[config.mk]
export PLATFORM = sky130hd
export DESIGN_NAME = fetch_unit
export DESIGN_NICKNAME = d
export VERILOG_FILES = /design/src/rtl/fetch_unit.sv
export SDC_FILE = /design/constraint.sdc
export NUM_CORES = 1
export LEC_CHECK = 0
export ABC_CLOCK_PERIOD_IN_PS = 6800
export BUFFER_PORTS_ARGS = -buffer_cell sky130_fd_sc_hd__buf_2
export CAP_MARGIN = 10
export CORE_AREA = 2 2 195 197
export DETAILED_ROUTE_END_ITERATION = 10
export DIE_AREA = 0 0 197 199
export GPL_ROUTABILITY_DRIVEN = 0
export PLACE_DENSITY_LB_ADDON = 0.2
export SLEW_MARGIN = 20
export SYNTH_ARGS = -nofsm -noshare
export SYNTH_HDL_FRONTEND = slang
export SYNTH_SLANG_ARGS = --single-unit
[constraint.sdc]
create_clock -name Clk -period 6.8 [get_ports Clk]
set_input_delay 1.36 -clock Clk [delete_from_list [all_inputs] [get_ports Clk]]
set_output_delay 1.36 -clock Clk [all_outputs]
set_load 0.02 [all_outputs]
[src/rtl/fetch_unit.sv]
// Instruction-fetch stage: program counter, branch/jump target selection,
// IDLE/RUN/HALT sequencing, programmable jump LUT and saturating cycle counter.
module fetch_unit #(
    parameter int PW     = 10,
    parameter int LUT_AW = 4
) (
    input  logic              Clk,
    input  logic              Reset,
    input  logic              Start,
    input  logic [PW-1:0]     StartAddr,
    input  logic              BranchEn,
    input  logic              Jump,
    input  logic              BranchCond,
    input  logic [5:0]        Offset,
    input  logic              Ack,
    input  logic              LutWrEn,
    input  logic [LUT_AW-1:0] LutWrAddr,
    input  logic [PW-1:0]     LutWrData,
    output logic [PW-1:0]     ProgCtr,
    output logic              Running,
    output logic              Done,
    output logic [15:0]       CycleCount
);

    localparam int LUT_DEPTH = 2 ** LUT_AW;

    typedef enum logic [1:0] {
        ST_IDLE = 2'd0,
        ST_RUN  = 2'd1,
        ST_HALT = 2'd2
    } state_t;

    state_t            state_r;
    state_t            state_nxt_s;
    logic [PW-1:0]     pc_r;
    logic [PW-1:0]     pc_nxt_s;
    logic [15:0]       cnt_r;
    logic [15:0]       cnt_nxt_s;
    logic [PW-1:0]     lut_r [LUT_DEPTH];
    logic [PW-1:0]     offset_ext_s;
    logic              taken_s;
    logic              lut_wr_s;

    assign offset_ext_s = {{(PW-6){Offset[5]}}, Offset};
    assign taken_s      = BranchEn & BranchCond;

    // State, PC and cycle counter registers
    always_ff @(posedge Clk) begin
        if (Reset) begin
            state_r <= ST_IDLE;
            pc_r    <= {PW{1'b0}};
            cnt_r   <= 16'h0000;
        end else begin
            state_r <= state_nxt_s;
            pc_r    <= pc_nxt_s;
            cnt_r   <= cnt_nxt_s;
        end
    end

    // Jump LUT storage; writes are locked out while a program runs
    always_ff @(posedge Clk) begin
        if (Reset) begin
            for (int i = 0; i < LUT_DEPTH; i++) begin
                lut_r[i] <= {PW{1'b0}};
            end
        end else if (lut_wr_s) begin
            lut_r[LutWrAddr] <= LutWrData;
        end else begin
            lut_r[LutWrAddr] <= lut_r[LutWrAddr];
        end
    end

    // Next-state, next-PC and next-count selection
    always_comb begin
        state_nxt_s = state_r;
        pc_nxt_s    = pc_r;
        cnt_nxt_s   = cnt_r;
        lut_wr_s    = 1'b0;
        case (state_r)
            ST_IDLE, ST_HALT: begin
                lut_wr_s = LutWrEn;
                if (Start) begin
                    state_nxt_s = ST_RUN;
                    pc_nxt_s    = StartAddr;
                    cnt_nxt_s   = 16'h0000;
                end else begin
                    state_nxt_s = state_r;
                end
            end
            ST_RUN: begin
                // Counter includes the Ack cycle and sticks at all-ones
                if (cnt_r != 16'hFFFF) begin
                    cnt_nxt_s = cnt_r + 16'h0001;
                end else begin
                    cnt_nxt_s = cnt_r;
                end
                if (Ack) begin
                    state_nxt_s = ST_HALT;
                    pc_nxt_s    = pc_r;
                end else if (taken_s && Jump) begin
                    pc_nxt_s = lut_r[Offset[LUT_AW-1:0]];
                end else if (taken_s) begin
                    pc_nxt_s = pc_r + offset_ext_s;
                end else begin
                    pc_nxt_s = pc_r + PW'(1);
                end
            end
            default: begin
                state_nxt_s = ST_IDLE;
                pc_nxt_s    = {PW{1'b0}};
                cnt_nxt_s   = 16'h0000;
            end
        endcase
    end

    // Status outputs decoded from the registered state
    always_comb begin
        Running = 1'b0;
        Done    = 1'b0;
        case (state_r)
            ST_RUN:  Running = 1'b1;
            ST_HALT: Done    = 1'b1;
            default: begin
                Running = 1'b0;
                Done    = 1'b0;
            end
        endcase
    end

    assign ProgCtr    = pc_r;
    assign CycleCount = cnt_r;

endmodule

### After elaboration in Yosys (flattened, before gate mapping)

Memories as Yosys holds them, arrays and structs flattened.
Cells that the tools add are included.

* register bits after elaboration: 28
* RAM bits: 160
* word-level logic and storage cells: 51
* memories kept: 1

Memory list
* lut_r: words 16, width 10, read ports 1, clocked after memory_dff 0, wr ports 16, line 39 `logic [PW-1:0] lut_r [LUT_DEPTH];`

* $add $sub $neg: 3
* equal/unequal tests: 8
* muxes and demuxes: 26
* bitwise operators: 2
* reduce and logical (&&, ||, !) cells: 8

Operator list (number)
* two-way mux 10 bit: 6
* two-way mux 16 bit: 2
* case mux 16 bit (2 select lines): 1
* case mux 10 bit (2 select lines): 1
* adder 16 x 1 -> 16 bit (second input constant): 1
* inequality test 16 bit (second input constant): 1
* two-way mux 1 bit: 12
* adder 10 x 1 -> 10 bit (second input constant): 1
* adder 10 bit: 1
* OR reduction 10 bit: 1
* inequality test 2 bit (second input constant): 4
* AND reduction 2 bit: 4
* two-way mux 2 bit: 2
* two-way mux 4 bit: 1
* case mux 2 bit (2 select lines): 1
* equality test 2 x 1 -> 1 bit (second input constant): 1
* equality test 2 bit (second input constant): 1
* logical NOT 2 bit: 1
* OR reduction 2 bit: 1
* AND 1 bit: 1
* logical AND 1 bit: 1
* inequality test 0 bit: 1
* bitwise OR 1 bit: 1

### Logic depth before layout (Yosys ltp)

* depth after elaboration: 10
* depth in mapped cells: 12
* gate-level depth less buffers: 10

### Worst setup path after synthesis

Ideal clock, no wire load.

* kind: input-to-reg
* from: input port Offset[3]
* to: register pc_r[7], in the netlist ProgCtr[7]
* arrival time: 3.724 ns
* data required time: 6.708 ns
* path slack: 2.984 ns
* cell stages on the path: 10
* path buffers: 2
* cells stage by stage: buf_1 -> buf_1 -> and3_1 -> ha_1 -> a21o_1 -> a31o_2 -> a21oi_1 -> o21bai_1 -> a311o_1 -> o32ai_1

* longest elaborated chain between the ends: 5

Ends and longest elaborated chain
* start, declared: line 14 `input logic [5:0] Offset,`
* adder 10 bit: line 103 `pc_nxt_s = pc_r + offset_ext_s;`
* two-way mux 10 bit: line 102 `end else if (taken_s) begin`
* two-way mux 10 bit (*): line 100 `end else if (taken_s && Jump) begin`
* two-way mux 10 bit (*): line 97 `if (Ack) begin`
* case mux 10 bit (2 select lines) (*): line 79 `case (state_r)`
* end signal, assigned: line 51 `pc_r <= {PW{1'b0}};`
* end signal, assigned: line 55 `pc_r <= pc_nxt_s;`
* end, declared: line 35 `logic [PW-1:0] pc_r;`

Every way passes the cells marked *; elsewhere a longest branch is shown, timed or not. The select of a mux whose other input is x is not followed.
A chain may end at the register's enable or synchronous reset.

### Final worst setup path

* from: input port Offset[0]
* to: register pc_r[0], in the netlist ProgCtr[0]

Same word-level chain as after synthesis.

==> summary.md <==
| Metric | Value |
|---|---|
| Avg Cell Area, Syn | `13.1 µm²` |
| Max transition margin | `0.346` |
| Setup violators final | `0` |
| Synth cell types | `53` |
| Clk pin slew, worst setup/hold paths | `0.07 ns` |
| Hold path depth | `2` |
| Total Nets Final | `798` |
| Setup TNS | `0 ns` |
| Clock tree buffer depth | `2` |
| Synth async-reset ratio | `0` |
| WP data required | `7.12 ns` |
| Worst Reg2Reg Path Length in Cells | `4` |
| R2R setup slack | `4.22 ns` |
| Die width | `197 µm` |
| DR pass1 iterations | `6` |
| Final Cycle Share | `0.527` |
| Number of flops mapped to enable cells by yosys | `160` |
| Fraction of layout cells with a size suffix above 1 | `0.225` |
| Startpoint class of the critical path | `input pin` |
| Hpwl dp | `17600 µm` |
| Initial DRC count | `432` |
| Main synth FF type | `edfxtp_1` |
| Boundary pin count | `66` |
| DIE HEIGHT | `199 µm` |
| Worst Path Max Fanout | `20` |
| Fillers | `3805` |
| Max-cap violations | `0` |
| Count of input and output buffers | `65` |
| Fin. max-slew vios | `0` |
| DRC viols | `0` |
| Final min period | `3.58 ns` |
| Clock net sink count | `188` |
| Initial antenna violation count | `3` |
| CTS Root Cell | `clkbuf_16` |
| Hold Crit Class | `flip-flop to flip-flop` |
| Register bit total from synthesis | `188` |
| Starting density of the core | `0.247` |
| Multi-input logic area | `3550 µm²` |
| Most frequent cells in the layout | `and2_1, edfxtp_1, buf_2` |
| Vias in the first global route | `5960` |
| RSZ-0062 raised after global routing | `false` |
| First-pass GRT wire length | `39600 µm` |
| Vias per inst | `4.62` |
| DR WL/cell | `21.2 µm` |
| Htree depth | `4` |
| Vias | `5726` |
| Post-cts resize count | `0` |
| Post-Syn Nets | `748` |
| Worst VDD drop | `157 µV` |
| Hold_buf cts | `0` |
| Hold Crit Endpoint | `CycleCount[9]` |
| Crit. End Element | `flip-flop` |
| Pleak | `3.92 nW` |
| Worst Path Arrival | `3.90 ns` |
| Ys Warns | `0` |
| Reg-to-Reg End | `lut_r[5][2]` |
| Final Hold Vio Count | `0` |
| Largest net degree at the start of global routing | `33` |
| DRT Wirelength | `26300 µm` |
| Area after DPL | `9980 µm²` |
| Hold Startpoint | `CycleCount[9]` |
| Crit Path Category | `input pin to flip-flop` |
| FP Rows | `71` |
| Register area | `5370 µm²` |
| Area grow syn2layout | `15.3%` |
| Seq/Total Area, Yosys | `0.585` |
| Synthesized instance count | `702` |
| R2R Path Start | `state_r[0]` |
| Post-CTS Setup Repair Bufs | `0` |
| Clk_skew | `0.0108 ns` |
| Peak Freq | `279 MHz` |
| Worst-margin pin slew | `0.957 ns` |
| Die ar. | `39200 µm²` |
| CTS tree | `built` |
| Pwr per Cell Area | `244 nW/µm²` |
| Mapped cell area | `9170 µm²` |
| Final ANT Viol Nets | `0` |
| Gr usage total | `0.140` |
| Clk_lat worst skew | `0.44 ns` |
| Global route overflow | `0` |
| Num CTS Buffers | `17` |
| Core area | `37100 µm²` |
| Design Area, Final | `10600 µm²` |
| Outcome | `finished, final reports clean` |
[metrics by stage]
stage	hold WS (ns)	instances	power [mW]	util	worst slack, ns
finish	0.523	1240	2.58	0.285	3.22
detailed placement	0.502	1207	1.59	0.269	2.72
global route	0.553	1239	2.68	0.285	2.91
floorplan	0.462	702	1.48	-	2.98
global placement	0.498	1207	1.59	0.269	2.72
CTS	0.517	1239	2.61	0.285	3.18
[worst max-delay path, cell delays in order]
cell	delay, ns
buf_2	0.56
buf_4	0.50
mux4_2	0.54
nor2b_1	0.14
a211oi_1	0.24
a21oi_1	0.11
a222oi_1	0.34
o21ai_1	0.09
[metal layers]
layer  routed length (µm)  global-route usage  vias to the layer above
met2                12000               0.224                      137
met1                12700               0.197                     2901
met4                  357              0.0340                        2
met5                    7                   0                        -
li1                     -                   -                     2668
met3                 1330              0.0253                       18
[sequential cells by signal, indices dropped and copies added, names as in the netlist]
name and flops:
state_r 2, CycleCount 16, ProgCtr 10, lut_r 160
[synth_stat cells (5+ instances only)]
cell type,instances,area [µm²]
nor2_1,41,154
and3_1,10,62.6
edfxtp_1,160,4800
clkbuf_1,35,131
xnor2_1,7,61.3
mux2i_1,7,70.1
and2_1,160,1000
o22ai_1,6,37.5
nor3_1,13,65.1
ha_1,7,87.6
inv_1,10,37.5
o21ai_0,10,50.1
mux4_2,39,878
xor2_1,8,70.1
buf_2,5,25.0
dfxtp_1,28,561
or2_2,18,113
nor2b_1,9,56.3
nand2_1,18,67.6
nand3_1,17,85.1
a21oi_1,23,115
[layout make-up]
class,count,share of cell area
Clock buffer,17,0.0402
Multi-Input combinational cell,456,0.336
Clock inverter,15,0.0161
Antenna cell,1,0.000237
Inverter,10,0.00355
Timing Repair Buffer,79,0.0407
Sequential cell,188,0.507
Tap cell,474,0.0561
[worst max-delay path by stage]
stage | start | end | cells past startpoint
2_1_floorplan | Offset[3] | ProgCtr[7] | 10
3_3_place_gp | Offset[0] | ProgCtr[0] | 8
3_5_place_dp | Offset[0] | ProgCtr[0] | 8
4_1_cts | Offset[0] | ProgCtr[0] | 8
5_1_grt | Offset[0] | ProgCtr[9] | 8
6_report | Offset[0] | ProgCtr[0] | 8
[kinds of logic after synthesis]
family	after synthesis	share of synthesized area
XOR/XNOR	15	0.0143
flip-flops	188	0.585
adder cells (fa/ha/maj)	8	0.0117
multiplexers	52	0.117
AND/OR/NAND/NOR	311	0.194
AO/OA/AOI/OAI	70	0.0491
buffers and inverters	58	0.0282
[power by group]
part / internal [mW] / switching, mW
combinational: 0.0901 / 0.147
sequential: 1.29 / 0.0227
clock: 0.525 / 0.503
(Power assumes the default switching activity.)
